**src/rtl/row_skew_feeder_pkg.sv**
```systemverilog
// Shared types and default sizing for the row skew feeder.
package row_skew_feeder_pkg;

    typedef enum logic [1:0] {
        FS_IDLE,
        FS_FEED,
        FS_DRAIN,
        FS_DONE
    } feeder_state_t;

    // Default array geometry used when instantiating the feeder.
    localparam int SA_ROWS   = 4;
    localparam int SA_DWIDTH = 16;

    // Issue-counter value of the last pop of a tile (last row, last operand).
    function automatic int last_issue(input int rows, input int k_len);
        return rows + k_len - 2;
    endfunction

endpackage

```
**src/rtl/row_skew_feeder_lane.sv**
```systemverilog
// One row of the skewed feeder: decides whether this row pops in the current
// cycle, registers the pop as the lane valid, and masks the buffer's stale dout.
module row_feeder_lane
    import row_skew_feeder_pkg::*;
#(
    parameter int LANE   = 0,
    parameter int DWIDTH = 16,
    parameter int K_LEN  = 3,
    parameter int TW     = 3
) (
    input  logic              clk,
    input  logic              rst,
    input  logic [TW-1:0]     t,
    input  feeder_state_t     state,
    input  logic              stall,
    input  logic [DWIDTH-1:0] dout,
    output logic              active,
    output logic              rd_en,
    output logic              valid,
    output logic [DWIDTH-1:0] data
);

    // Offset of the issue counter from this row's start; wraps when t < LANE.
    logic [31:0] offset;

    // Row window: this row pops while LANE <= t < LANE+K_LEN, gated by FEED and stall.
    always_comb begin
        offset = 32'(t) - 32'(LANE);
        active = (offset < 32'(K_LEN));
        rd_en  = (state == FS_FEED) && active && !stall;
        data   = valid ? dout : '0;
    end

    // Valid follows the pop by one cycle, lining up with the buffer's registered dout.
    always_ff @(posedge clk) begin
        if (rst) begin
            valid <= 1'b0;
        end else begin
            valid <= rd_en;
        end
    end

endmodule

```
**src/rtl/row_skew_feeder.sv**
```systemverilog
// Row skew feeder: pops ROWS row buffers in a diagonal wavefront, stalls all
// rows together on any underrun, and signals tile completion.
// Optional build macro ROW_FEEDER_STALL_CNT_EN adds the stall_cycles counter port.
// Handshake: a row pops (buf_rd_en) only when its buffer is not empty; the
// array edge takes sa_data whenever sa_valid is high and never back-pressures.
module row_skew_feeder
    import row_skew_feeder_pkg::*;
#(
    parameter int ROWS   = SA_ROWS,
    parameter int DWIDTH = SA_DWIDTH,
    parameter int K_LEN  = 3
) (
    input  logic                     clk,
    input  logic                     rstn,
    input  logic                     start,
    input  logic [ROWS-1:0]          buf_empty,
    input  logic [ROWS*DWIDTH-1:0]   buf_dout,
    output logic [ROWS-1:0]          buf_rd_en,
    output logic [ROWS*DWIDTH-1:0]   sa_data,
    output logic [ROWS-1:0]          sa_valid,
    output logic                     busy,
    output logic                     done
`ifdef ROW_FEEDER_STALL_CNT_EN
    ,
    output logic [31:0]              stall_cycles
`endif
);

    localparam int            TW     = $clog2(ROWS + K_LEN);
    localparam logic [TW-1:0] T_LAST = TW'(last_issue(ROWS, K_LEN));

    feeder_state_t   state;
    feeder_state_t   state_next;
    logic [TW-1:0]   t;
    logic [ROWS-1:0] active;
    logic            stall;

    // Any active row with an empty buffer freezes the whole wavefront.
    always_comb begin
        stall = |(active & buf_empty);
    end

    // State register; rstn is an active-high synchronous reset.
    always_ff @(posedge clk) begin
        if (rstn) begin
            state <= FS_IDLE;
        end else begin
            state <= state_next;
        end
    end

    // Next state and status outputs.
    always_comb begin
        state_next = state;
        busy       = 1'b0;
        done       = 1'b0;
        case (state)
            FS_IDLE: begin
                if (start) state_next = FS_FEED;
            end
            FS_FEED: begin
                busy = 1'b1;
                if (!stall && (t == T_LAST)) state_next = FS_DRAIN;
            end
            FS_DRAIN: begin
                busy       = 1'b1;
                state_next = FS_DONE;
            end
            FS_DONE: begin
                done       = 1'b1;
                state_next = FS_IDLE;
            end
            default: state_next = FS_IDLE;
        endcase
    end

    // Issue counter: cleared on tile start, advanced on each non-stalled FEED cycle.
    always_ff @(posedge clk) begin
        if (rstn) begin
            t <= '0;
        end else if ((state == FS_IDLE) && start) begin
            t <= '0;
        end else if ((state == FS_FEED) && !stall) begin
            t <= t + TW'(1);
        end
    end

    // One lane per row buffer.
    for (genvar r = 0; r < ROWS; r++) begin : g_lane
        row_feeder_lane #(
            .LANE   (r),
            .DWIDTH (DWIDTH),
            .K_LEN  (K_LEN),
            .TW     (TW)
        ) u_lane (
            .clk    (clk),
            .rst    (rstn),
            .t      (t),
            .state  (state),
            .stall  (stall),
            .dout   (buf_dout[r*DWIDTH +: DWIDTH]),
            .active (active[r]),
            .rd_en  (buf_rd_en[r]),
            .valid  (sa_valid[r]),
            .data   (sa_data[r*DWIDTH +: DWIDTH])
        );
    end

`ifdef ROW_FEEDER_STALL_CNT_EN
    // Saturating count of stalled FEED cycles; kept after DONE until the next start.
    always_ff @(posedge clk) begin
        if (rstn) begin
            stall_cycles <= '0;
        end else if ((state == FS_IDLE) && start) begin
            stall_cycles <= '0;
        end else if ((state == FS_FEED) && stall && (stall_cycles != '1)) begin
            stall_cycles <= stall_cycles + 32'd1;
        end
    end
`endif

endmodule

```
**config.mk**
```make
export PLATFORM = sky130hd
export DESIGN_NAME = row_skew_feeder
export DESIGN_NICKNAME = d
export VERILOG_FILES = /design/src/rtl/row_skew_feeder_pkg.sv /design/src/rtl/row_skew_feeder_lane.sv /design/src/rtl/row_skew_feeder.sv
export SDC_FILE = /design/constraint.sdc
export NUM_CORES = 1
export LEC_CHECK = 0
export CAP_MARGIN = 20
export CORE_MARGIN = 5
export CORE_UTILIZATION = 28
export CTS_CLUSTER_DIAMETER = 60
export DETAILED_ROUTE_END_ITERATION = 7
export PLACE_DENSITY = 0.95
export SLEW_MARGIN = 30
export SYNTH_ARGS = -nofsm -noshare
export SYNTH_HDL_FRONTEND = slang
export SYNTH_SLANG_ARGS = --single-unit
export TNS_END_PERCENT = 5
```
**constraint.sdc**
```tcl
create_clock -name clk -period 5.38 [get_ports clk]
set_input_delay 1.614 -clock clk [delete_from_list [all_inputs] [get_ports clk]]
set_output_delay 1.614 -clock clk [all_outputs]
set_load 0.01 [all_outputs]
```
## Yosys cells after proc, flatten, opt, wreduce, memory -nomap -nowiden

Cells that the tools add are included.
W data, S select, Z words.

| operators by class | value |
|---|---|
| $add $sub $neg | 4 |
| order comparisons | 4 |
| equal/unequal tests | 6 |
| multiplexer cells | 9 |
| bitwise operators | 1 |
| reductions and logical operators | 17 |

Operators by type and width:

| kind | number |
|---|---|
| $lt A32 B2 Y1 const B | 3 |
| $mux W16 | 4 |
| $logic_and A1 B1 Y1 | 11 |
| $pmux W2 S4 | 1 |
| $sub A3 B2 Y4 const B | 2 |
| $and A4 B4 Y4 | 1 |
| $eq A2 B2 Y1 const B | 2 |
| $mux W2 | 2 |
| $ne A2 B2 Y1 const B | 2 |
| $reduce_or A2 Y1 | 2 |
| $reduce_or A4 Y1 | 1 |
| $sub A3 B1 Y4 const B | 1 |
| $add A3 B1 Y3 const B | 1 |
| $eq A3 B3 Y1 const B | 1 |
| $lt A3 B2 Y1 const B | 1 |
| $eq A2 B1 Y1 const B | 1 |
| $logic_not A2 Y1 | 1 |
| $mux W1 | 2 |
| $reduce_and A2 Y1 | 1 |
| $logic_not A1 Y1 | 1 |

| storage, ports and cells | value |
|---|---|
| flip-flop bits (word level) | 9 |
| bits of input ports | 71 |

## Depth between registers and ports, before layout

| depth | value |
|---|---|
| depth in word-level cells | 8 |
| gate-level depth with buffers | 9 |
| mapped depth without buffers | 7 |

## By module

From an unflattened synthesis, not the netlist that was laid out.

| second synthesis, totals | value |
|---|---|
| cells, all modules | 137 |
| area total of the unflattened synthesis | 1102.3 um^2 |

By module, submodules not included:

| module | times used | cells each | area each (um^2) | sequential area each (um^2) |
|---|---|---|---|---|
| row_skew_feeder | 1 | 38 | 370.4 | 100.1 |
| row_feeder_lane (g_lane[2].u_lane) | 1 | 28 | 206.4 | 20.0 |
| row_feeder_lane (g_lane[1].u_lane) | 1 | 23 | 182.7 | 20.0 |
| row_feeder_lane (g_lane[3].u_lane) | 1 | 25 | 182.7 | 20.0 |
| row_feeder_lane (g_lane[0].u_lane) | 1 | 23 | 160.2 | 20.0 |

## Worst setup path before layout

Ideal clock, no wire load.

| timing path | value |
|---|---|
| path type | input to output |
| from | input port buf_empty[3] |
| to | output port buf_rd_en[2] |
| data arrival time | 2.532 ns |
| slack | 1.234 ns |
| cell stages on the path | 5 |
| buffers on the path | 2 |
| path through | a32o_1 -> or3_4 -> buf_6 -> nor2_1 -> buf_4 |

| on the way | value |
|---|---|
| longest elaborated chain between the ends | 4 |

RTL lines:

| element | RTL line | text |
|---|---|---|
| start, declared | row_skew_feeder.sv:16 | `input logic [ROWS-1:0] buf_empty,` |
| $and A4 B4 Y4 | row_skew_feeder.sv:40 | `stall = \|(active & buf_empty);` |
| $reduce_or A4 Y1 | row_skew_feeder.sv:40 |  |
| $logic_not A1 Y1 | row_skew_feeder_lane.sv:30 | `rd_en = (state == FS_FEED) && active && !stall;` |
| $logic_and A1 B1 Y1 | row_skew_feeder_lane.sv:30 |  |
| end, declared | row_skew_feeder.sv:18 | `output logic [ROWS-1:0] buf_rd_en,` |

Every way passes these cells.

## Worst setup path after layout

Ends and elaborated chain as after synthesis.

==> run metrics <==
Mapped Nets=roughly 230; Worst Reg-to-Reg Cells=7; post-synthesis sequential area ratio=0.1602; fmax=200.1 MHz; most frequent cells after synthesis=and2_1, ha_1, dfxtp_1; crit share post-route=0.9291; Die Y=73.38 µm; initial antenna violation count=0; core box area=slightly below 4000 µm²; CP startpoint kind=input port; postcts setup bufs=0; FP Rows=23; CTS tree=yes; launch point of the worst reg-to-reg path=t[0]; total wire length=between 5 and 6 mm; EDFF count, synth=0; vias in the first global route=1396; Hold Crit Class=reg -> reg; total CTS buffers=3; final setup TNS=0 ns; DRC=0; dpl cell area=2539 µm²; Synth Flop Type=dfxtp_1; top post-synthesis cells by area=and2_1, dfxtp_1, ha_1; CP Max Fanout=11; nets=about 370; clock latency on the worst-skew pair=0.23 ns; CTS clk-pin slew, worst paths=0.05 ns; Slew HR=0.7108; Post-Synth XOR/XNOR Area=0.007786; GPL Wtd Cong=0.8275; complex-gate fraction of the synthesized area=0.04561; PwrDens=around 130 nW/µm²; post-synth top area cell=and2_1; ys async rst share=0; Seq cells post-synth=9; total gr overflow=0; Hold Fails Final Rpt=0; Finished Cell Area=around 2600 µm²; Synth cell types=26; r2r endpoint=t[1]; Max Cap Viol=0; dpl hpwl=4.384 mm; Worst-Margin Slew=around 0.43 ns; fin crit period=4.998 ns; initial DRC count=32; share of the synthesized area in the top cell type=0.3560; slowest CP cell=clkdlybuf4s50_1; Area Growth Syn to Fin=129.7%; Avg WL per Cell=15.09 µm; Setup Skew=between 0.0008 and 0.0009 ns; initial core utilization=0.2853; CP cell instances=clkdlybuf4s50_1, a32o_1, or3_4, nor2_1, clkdlybuf4s50_1; Reg2Reg Setup Slack=3.30 ns; status=complete, no violations; count of final setup violators=0; Horiz. Die Dim=around 73 µm; worst setup path end=buf_rd_en[2]; area occupied by multi-input gates=just over 800 µm²; drt pass-1 iters=4; CP required=between 3 and 4 ns; RSZ-0062 raised after global routing=false; critical path arrival=3.38 ns; Syn Inst Count=approximately 150; Die ar.=around 5400 µm²; Seq. cell area=~180 µm²; first-pass GRT wire length=a little over 7 mm; top-count cell post-synth=and2_1; pin count of the biggest net entering global routing=18; clock sink count=9; CTS H-tree depth=1; WS Path Type=in -> out; Clock Path Buffers=2; Hold Buf Count CTS=0; Simple-Gate Fraction of Synth Area=0.4794; adder-cell share of the synthesized area=0.1557; fin. max-slew vios=0; PostCTS Resize Cnt=0; Critical Path End Type=primary output; vias per inst=about 4.2; fill count=350; via count=around 1400; worst stage delay on the critical path=~0.56 ns; share of cells above drive strength 1=0.01773; Post-DRT Antenna Nets=0; Root Driver=clkbuf_8; CP most frequent cell=clkdlybuf4s50_1; hold_ws=between 0.5 and 0.6 ns; Antenna diodes=0; Top Ports=between 100 and 150; crit path from=buf_empty[3]; main combinational cell family by area after synthesis=simple AND/OR/NAND/NOR gates; Buffers on Ports=between 100 and 150; Syn Area/Cell=about 7.6 µm²; post-synthesis mux area share=0.04449; global-route usage over all layers=0.1729; Leakage=1.035 nW; Syn. warnings=0; Worst VDD drop=around 210 µV; mapped cell area=approximately 1100 µm²
## worst min path at each step
| stage | startpoint | endpoint | depth (start not counted) |
|---|---|---|---|
| floorplan | state[1] | state[1] | 2 |
| global placement | state[1] | state[1] | 2 |
| detailed placement | state[1] | state[1] | 2 |
| CTS | state[1] | state[1] | 2 |
| global route | state[1] | state[1] | 2 |
| finish | state[1] | state[1] | 2 |
## state kept, by name, indices dropped and copies added, names as in the netlist
name	flops
g_lane.u_lane.valid	4
state	2
t	3
## stage by stage
| step | cells | setup WS [ns] | util | total power (W) |
|---|---|---|---|---|
| 3_5_place_dp | 328 | 0.3620 | 0.6439 | 0.0002686 |
| 5_1_grt | 332 | 0.3104 | 0.6553 | 0.0003709 |
| 6_report | 332 | 0.3815 | 0.6553 | 0.0003453 |
| 4_1_cts | 332 | 0.3521 | 0.6553 | 0.0003482 |
| 3_3_place_gp | 328 | 0.3717 | 0.6439 | 0.0002628 |
| 2_1_floorplan | 148 | 1.234 | - | 0.0001761 |
## cells by family (layout without fill, tap and decap cells)
kind of cell / Yosys count / count (layout)
multiplexers: 5 / 5
AO/OA/AOI/OAI: 7 / 7
buffers and inverters: 22 / 156
XOR/XNOR: 1 / 1
flip-flops: 9 / 9
adder cells (fa/ha/maj): 14 / 14
AND/OR/NAND/NOR: 90 / 90
## where the power goes
group	internal, W	switching (W)	total, W
Clock	0.0000516	0.0000263	0.0000779
Sequential	0.0000759	0.0000124	0.0000884
Combinational	0.000111	0.0000681	0.000179
## critical path, delay by kind of cell
kind | cells | cell delay (ns)
compound gates | 1 | 0.25
buf+inv | 2 | 0.97
simple gates | 2 | 0.55
## layer usage
layer | track usage | part of all wire
met1 | 0.1979 | 0.38
met2 | 0.3366 | 0.54
met3 | 0.02462 | 0.073
met4 | 0.03219 | 0.0048
met5 | 0 | 0
## layout by cell type, fill, tap and decap left out
master	instances
dfxtp_1	9
o21ai_0	1
nor4b_1	1
or3_4	1
nand2_1	7
clkbuf_1	1
or3_1	1
nand3_1	1
ha_1	14
and2_1	64
a21boi_0	1
mux2i_1	5
nor2b_1	1
nor3_1	4
clkdlybuf4s50_1	144
a21o_1	1
or3b_2	1
nand2b_1	5
o31a_1	1
nor2_1	4
xor2_1	1
a21oi_1	1
inv_1	8
a32o_1	1
clkbuf_8	3
o21bai_1	1
## area by class of cell
cell class                 count  area share
timing repair buffer         144      0.5579
sequential                     9     0.06973
inverter                       8     0.01162
clock buffer                   4     0.01743
multi-input combinational    117      0.3191
tap                           50     0.02421
Note: power is estimated with default switching activity, not from simulation.
